File: config.mk
export PLATFORM = sky130hd
export DESIGN_NAME = bp_be_dcache_issue_arbiter
export DESIGN_NICKNAME = d
export VERILOG_FILES = /design/src/rtl/bp_be_dcache_pkg.sv /design/src/rtl/bp_be_dcache_arb_entry.sv /design/src/rtl/bp_be_dcache_issue_arbiter.sv
export SDC_FILE = /design/constraint.sdc
export NUM_CORES = 1
export LEC_CHECK = 0
export BUFFER_PORTS_ARGS = -buffer_cell sky130_fd_sc_hd__buf_4
export CAP_MARGIN = 20
export CORE_AREA = 2 2 180 182
export DETAILED_ROUTE_END_ITERATION = 12
export DIE_AREA = 0 0 182 184
export PLACE_DENSITY = 0.55
export RECOVER_POWER = 100
export SYNTH_ARGS = -nofsm -noshare
export SYNTH_HDL_FRONTEND = slang
export SYNTH_SLANG_ARGS = --single-unit
File: constraint.sdc
create_clock -name clk_i -period 2.6 [get_ports clk_i]
set_clock_uncertainty 0.05 [all_clocks]
set_input_delay 0.52 -clock clk_i [delete_from_list [all_inputs] [get_ports clk_i]]
set_output_delay 0.52 -clock clk_i [all_outputs]
set_load 0.01 [all_outputs]
File: src/rtl/bp_be_dcache_pkg.sv
// rtl/bp_be_dcache_pkg.sv - lane enum, widths, round-robin helper and holding-entry struct macro
`ifndef BP_BE_DCACHE_PKG_SV
`define BP_BE_DCACHE_PKG_SV

package bp_be_dcache_pkg;

    localparam int bp_page_offset_width_gp = 12;
    localparam int dcache_opcode_width_gp  = 5;

    typedef enum logic {
        e_lane_lsu = 1'b0,
        e_lane_ptw = 1'b1
    } bp_be_dcache_lane_e;

    // Preferred lane wins when eligible, otherwise the other lane.
    function automatic bp_be_dcache_lane_e rr_pick(input logic [1:0] eligible,
                                                   input bp_be_dcache_lane_e ptr);
        if (eligible[ptr]) begin
            return ptr;
        end
        return (ptr == e_lane_lsu) ? e_lane_ptw : e_lane_lsu;
    endfunction

endpackage

`define BP_BE_DCACHE_PKT_WIDTH(page_offset_width_mp, dword_width_mp) \
    (bp_be_dcache_pkg::dcache_opcode_width_gp + (page_offset_width_mp) + (dword_width_mp))

`define DECLARE_BP_BE_DCACHE_ARB_ENTRY_S(page_offset_width_mp, dword_width_mp, ptag_width_mp) \
    typedef struct packed { \
        logic v; \
        logic inflight; \
        logic [`BP_BE_DCACHE_PKT_WIDTH(page_offset_width_mp, dword_width_mp)-1:0] pkt; \
        logic [(ptag_width_mp)-1:0] ptag; \
        logic uncached; \
    } bp_be_dcache_arb_entry_s

`endif

File: src/rtl/bp_be_dcache_arb_entry.sv
// rtl/bp_be_dcache_arb_entry.sv - one-entry request holding register with valid/inflight tracking
module bp_be_dcache_arb_entry
    import bp_be_dcache_pkg::*;
#(
    parameter int page_offset_width_p = bp_page_offset_width_gp,
    parameter int dword_width_p       = 64,
    parameter int ptag_width_p        = 28,
    localparam int pkt_width_lp       = `BP_BE_DCACHE_PKT_WIDTH(page_offset_width_p, dword_width_p)
) (
    input  logic                    clk,
    input  logic                    reset,
    input  logic                    load_v,
    input  logic [pkt_width_lp-1:0] load_pkt,
    input  logic [ptag_width_p-1:0] load_ptag,
    input  logic                    load_uncached,
    input  logic                    set_inflight,
    input  logic                    clear_inflight,
    input  logic                    clear_valid,
    output logic                    v,
    output logic                    inflight,
    output logic [pkt_width_lp-1:0] pkt,
    output logic [ptag_width_p-1:0] ptag,
    output logic                    uncached
);

    `DECLARE_BP_BE_DCACHE_ARB_ENTRY_S(page_offset_width_p, dword_width_p, ptag_width_p);

    bp_be_dcache_arb_entry_s entry_r;

    // Capture only into an empty entry; completion takes precedence over any inflight update.
    always_ff @(posedge clk) begin
        if (reset) begin
            entry_r <= '0;
        end else begin
            if (load_v && !entry_r.v) begin
                entry_r.v        <= 1'b1;
                entry_r.pkt      <= load_pkt;
                entry_r.ptag     <= load_ptag;
                entry_r.uncached <= load_uncached;
            end
            if (set_inflight) begin
                entry_r.inflight <= 1'b1;
            end
            if (clear_inflight) begin
                entry_r.inflight <= 1'b0;
            end
            if (clear_valid) begin
                entry_r.v        <= 1'b0;
                entry_r.inflight <= 1'b0;
            end
        end
    end

    assign v        = entry_r.v;
    assign inflight = entry_r.inflight;
    assign pkt      = entry_r.pkt;
    assign ptag     = entry_r.ptag;
    assign uncached = entry_r.uncached;

endmodule

File: src/rtl/bp_be_dcache_issue_arbiter.sv
// rtl/bp_be_dcache_issue_arbiter.sv - shares one dcache pipeline between LSU and PTW with miss replay
// Define BP_BE_DCACHE_ARB_FIXED_PRIO_EN to give the PTW lane strict priority instead of round-robin.
module bp_be_dcache_issue_arbiter
    import bp_be_dcache_pkg::*;
#(
    parameter int page_offset_width_p  = bp_page_offset_width_gp,
    parameter int dword_width_p        = 64,
    parameter int paddr_width_p        = 40,
    localparam int dcache_pkt_width_lp = `BP_BE_DCACHE_PKT_WIDTH(page_offset_width_p, dword_width_p),
    localparam int ptag_width_lp       = paddr_width_p - bp_page_offset_width_gp
) (
    input  logic                           clk_i,
    input  logic                           reset_i,
    input  logic [2*dcache_pkt_width_lp-1:0] req_pkt_i,
    input  logic [2*ptag_width_lp-1:0]     req_ptag_i,
    input  logic [1:0]                     req_uncached_i,
    input  logic [1:0]                     req_v_i,
    output logic [1:0]                     req_ready_o,
    output logic [dword_width_p-1:0]       resp_data_o,
    output logic [1:0]                     resp_v_o,
    output logic [dcache_pkt_width_lp-1:0] dc_pkt_o,
    output logic                           dc_v_o,
    input  logic                           dc_ready_i,
    output logic [ptag_width_lp-1:0]       dc_ptag_o,
    output logic                           dc_uncached_o,
    output logic                           dc_poison_o,
    input  logic [dword_width_p-1:0]       dc_data_i,
    input  logic                           dc_v_i
);

    logic [1:0]                     ent_v;
    logic [1:0]                     ent_inflight;
    logic [1:0]                     ent_uncached;
    logic [dcache_pkt_width_lp-1:0] ent_pkt  [2];
    logic [ptag_width_lp-1:0]       ent_ptag [2];

    logic [1:0] set_inflight;
    logic [1:0] clear_inflight;
    logic [1:0] clear_valid;
    logic [1:0] eligible;

    logic               tl_v;
    logic               dm_v;
    bp_be_dcache_lane_e tl_owner;
    bp_be_dcache_lane_e dm_owner;
    bp_be_dcache_lane_e grant;

    logic miss_now;
    logic hit_now;
    logic issue;

    for (genvar n = 0; n < 2; n++) begin : lane
        bp_be_dcache_arb_entry #(
            .page_offset_width_p(page_offset_width_p),
            .dword_width_p      (dword_width_p),
            .ptag_width_p       (ptag_width_lp)
        ) entry (
            .clk           (clk_i),
            .reset         (reset_i),
            .load_v        (req_v_i[n]),
            .load_pkt      (req_pkt_i[n*dcache_pkt_width_lp +: dcache_pkt_width_lp]),
            .load_ptag     (req_ptag_i[n*ptag_width_lp +: ptag_width_lp]),
            .load_uncached (req_uncached_i[n]),
            .set_inflight  (set_inflight[n]),
            .clear_inflight(clear_inflight[n]),
            .clear_valid   (clear_valid[n]),
            .v             (ent_v[n]),
            .inflight      (ent_inflight[n]),
            .pkt           (ent_pkt[n]),
            .ptag          (ent_ptag[n]),
            .uncached      (ent_uncached[n])
        );
    end

    assign eligible = ent_v & ~ent_inflight;
    assign miss_now = dm_v & ~dc_v_i;
    assign hit_now  = dm_v & dc_v_i;
    // A miss owns the cycle: the dcache is being poisoned, so nothing new enters.
    assign issue    = ~reset_i & dc_ready_i & (|eligible) & ~miss_now;

`ifdef BP_BE_DCACHE_ARB_FIXED_PRIO_EN
    assign grant = eligible[e_lane_ptw] ? e_lane_ptw : e_lane_lsu;
`else
    bp_be_dcache_lane_e rr_ptr_r;

    assign grant = rr_pick(eligible, rr_ptr_r);

    always_ff @(posedge clk_i) begin
        if (reset_i) begin
            rr_ptr_r <= e_lane_lsu;
        end else if (issue) begin
            rr_ptr_r <= (grant == e_lane_lsu) ? e_lane_ptw : e_lane_lsu;
        end
    end
`endif

    always_comb begin
        set_inflight   = 2'b00;
        clear_inflight = 2'b00;
        clear_valid    = 2'b00;
        if (issue) begin
            set_inflight[grant] = 1'b1;
        end
        // Both the missing op and the op behind it in TL must be replayed.
        if (miss_now) begin
            clear_inflight[dm_owner] = 1'b1;
            if (tl_v) begin
                clear_inflight[tl_owner] = 1'b1;
            end
        end
        if (hit_now) begin
            clear_valid[dm_owner] = 1'b1;
        end
    end

    always_ff @(posedge clk_i) begin
        if (reset_i) begin
            tl_v     <= 1'b0;
            dm_v     <= 1'b0;
            tl_owner <= e_lane_lsu;
            dm_owner <= e_lane_lsu;
        end else begin
            tl_v     <= issue;
            dm_v     <= tl_v & ~miss_now;
            dm_owner <= tl_owner;
            if (issue) begin
                tl_owner <= grant;
            end
        end
    end

    always_comb begin
        resp_v_o = 2'b00;
        if (hit_now && !reset_i) begin
            resp_v_o[dm_owner] = 1'b1;
        end
    end

    assign req_ready_o   = ~ent_v;
    assign resp_data_o   = dc_data_i;
    assign dc_v_o        = issue;
    assign dc_pkt_o      = ent_pkt[grant];
    assign dc_ptag_o     = tl_v ? ent_ptag[tl_owner] : '0;
    assign dc_uncached_o = tl_v & ent_uncached[tl_owner];
    assign dc_poison_o   = miss_now & ~reset_i;

endmodule

==> impl_metrics.csv <==
group,metric,value,unit
die,dieArea,33500,um^2
timing,finalCriticalPeriod,2620,ps
clock_network,clk-insertion-delay-late,530,ps
synthesis,ys_seq_elements,229,
setup_path,end_kind,"primary output",
pwr,peakVddDrop,0.000396,V
synthesis,synth-simple-area-share,19.8,%
clock_network,root_buffer,"clkbuf_16",
drt,wire_per_inst,17.9,um
cells_and_area,syn2layout_area_growth,38.8,%
setup_path,critPathRequiredTime,2030,ps
place,dpl.hpwl,21.0,mm
place,place_inst,1824,
setup_path,crit_type,"reg -> out",
global_routing,grt_pass1_vias,8654,
hold_path,hold_path_class,"in -> reg",
synthesis,synth_compound_area_share,12.2,%
global_routing,grt_pass1_wl,49.7,mm
drt,drt-pass1-iter-count,5,
synthesis,yosysUniqueCellTypes,28,
synthesis,synth-edff-count,0,
die,start_util,31.4,%
clock_network,clk_pin_slew,60,ps
timing,rsz0062_at_grt,"true",
place,gp_congestion,0.772,
setup_path,critical_path.startpoint,"rr_ptr_r",
timing,final.setup.tns,-66.3,ps
cells_and_area,layout_common_cells,"441 x nand2_1, 271 x buf_4, 225 x dfxtp_1",
setup_path,cp_max_fo,26,
timing,fmax,0.382,GHz
global_routing,overflow,0,
place,io_buffers,341,
run,cap_violations,2,
cells_and_area,final_util,43.6,%
drt,via_count,8880,
hold_path,holdPathStages,3,
pwr,p_per_area,661,nW/um^2
clock_network,cts_max_level,1,
timing,finalMaxSlewViolations,182,
synthesis,synth_top_family_by_area,"simple AND/OR/NAND/NOR gates",
cells_and_area,final_common_cell,"nand2_1",
setup_path,critPathLaunchType,"flip-flop",
timing,fin_ws,-15.7,ps
timing,finalSetupViolations,10,
synthesis,async_flop_share,0,%
status,violations,"capacitance limit, slew limit, setup timing",
synthesis,yosysWarnings,0,
drt,via_per_inst,4.72,
timing,hold_viol,0,
synthesis,muxShareOfSynthArea,12.4,%
synthesis,ys.flop_type,"dfxtp_1",
global_routing,grt_max_degree,161,
timing,worst_pin_slew,1930,ps
cells_and_area,antenna-diode-count,0,
synthesis,syn_area_per_cell,8.09,um^2
drt,drtAntennaViolNets,0,
drt,drc,0,
clock_network,cts_tree,"built",
synthesis,yosysSeqAreaShare,46.5,%
pwr,power,9050,uW
cells_and_area,final_nets,1753,
cells_and_area,fin_cells,1883,
setup_path,r2r_start,"lane[1].entry.inflight",
synthesis,synthesis.area,9870,um^2
die,core-area,31400,um^2
cells_and_area,fin_area,13700,um^2
setup_path,crit_arrival,2050,ps
hold_path,worstHoldStart,"req_ptag_i[28]",
cells_and_area,drive_above_1_share,32.8,%
place,post_dp_cell_area,12300,um^2
global_routing,grt_antenna_before_repair,1,
status,status,"finished, violations left",
setup_path,reg2regPathDepth,4,
global_routing,grtUsageTotal,18.8,%
synthesis,synth_nets,1509,
pwr,leakage,0.00583,uW
clock_network,cts_inserted_buffers,27,
synthesis,synthAdderAreaFrac,0,%
clock_network,cts_sinks,229,
die,die_y,184,um
timing,period_share,101,%
drt,wl,33.7,mm
die,ios,470,
clock_network,cts_buffer_depth,3,
synthesis,syn_inst,1219,
drt,drtIter0Drc,358,
synthesis,synth-xor-area-share,0,%
die,rows,65,
die,die_w,182,um
timing,slew-limit-headroom,-28.3,%
-- layer usage --
layer  share of wire [%]  GRT usage (%)  routed length, um  vias to the layer above
li1                    -              -                  -                     4395
met1                  42           23.0              14200                     4093
met2                  47           31.7              15800                      319
met3                 7.8           5.47               2630                       73
met4                 3.1           6.13               1050                        0
met5                   0              0                  0                        -
-- critical path, cell delays in order, from the launching register on --
cell	delay (ps)
dfxtp_4	370
nor3b_4	260
a21o_1	160
buf_12	210
mux2_2	360
buf_4	140
-- power by group --
group          internal [uW]  switching, uW  leakage [uW]
Combinational            806            727       0.00352
Clock                   2220           1470      0.000423
Sequential              3720            113       0.00188
-- repair_timing --
item                                    in CTS  in global routing
resized for setup                           17                103
cloned                                       4                  2
hold endpoints to repair                     0                  0
endpoints found under the setup margin      81                 81
buffers inserted                             6                  0
hold buffers                                 0                  0
pin swaps                                    0                  1
-- synth_stat cells (all sizes together), types with 2 or more instances --
library cell	instances	area share (%)
a2111oi	2	0.37
a211oi	2	0.20
a21oi	223	11
buf	105	7.1
clkbuf	49	1.9
dfxtp	229	46
inv	4	0.15
mux2	82	9.4
mux2i	30	3.0
nand2	443	17
nand2b	3	0.27
nor2	5	0.19
nor2b	32	2.0
nor3	2	0.10
nor3b	3	0.28
-- sequential cells by signal, summed over array words and instances, names as in the netlist --
| signal | count |
|---|---|
| lane.entry.v | 2 |
| dm_v | 1 |
| lane.entry.inflight | 2 |
| rr_ptr_r | 1 |
| lane.entry.pkt | 162 |
| dm_owner | 1 |
| tl_owner | 1 |
| tl_v | 1 |
| lane.entry.ptag | 56 |
| lane.entry.uncached | 2 |
-- path summary, 6_finish.rpt --
kind,to,slack (ps)
setup / recovery,dc_pkt_o[77],-20
hold / removal,lane[1].entry.ptag[0],180
setup reg to reg,tl_owner,890
hold reg to reg,lane[0].entry.pkt[69],400
-- final cells by class --
class | count | area [um^2]
Fill cell | 3166 | 17700
Multi-Input combinational cell | 832 | 4620
Sequential cell | 229 | 4590
Timing Repair Buffer | 369 | 3110
Clock buffer | 44 | 820
Tap cell | 402 | 503
Clock inverter | 3 | 40.0
Inverter | 4 | 15.0
-- kinds of logic after synthesis --
kind of cell | Yosys count
DFF | 229
muxes | 112
and+or+nand+nor | 489
AOI/OAI and AO/OA | 231
buffers and inverters | 158
-- metrics by stage --
step	hold WS [ps]	setup slack, ps
2_1_floorplan	383	694
3_3_place_gp	391	477
3_5_place_dp	394	442
4_1_cts	155	-62.3
5_1_grt	164	-81.8
6_report	183	-15.7
Note: power is estimated with default switching activity, not from simulation.
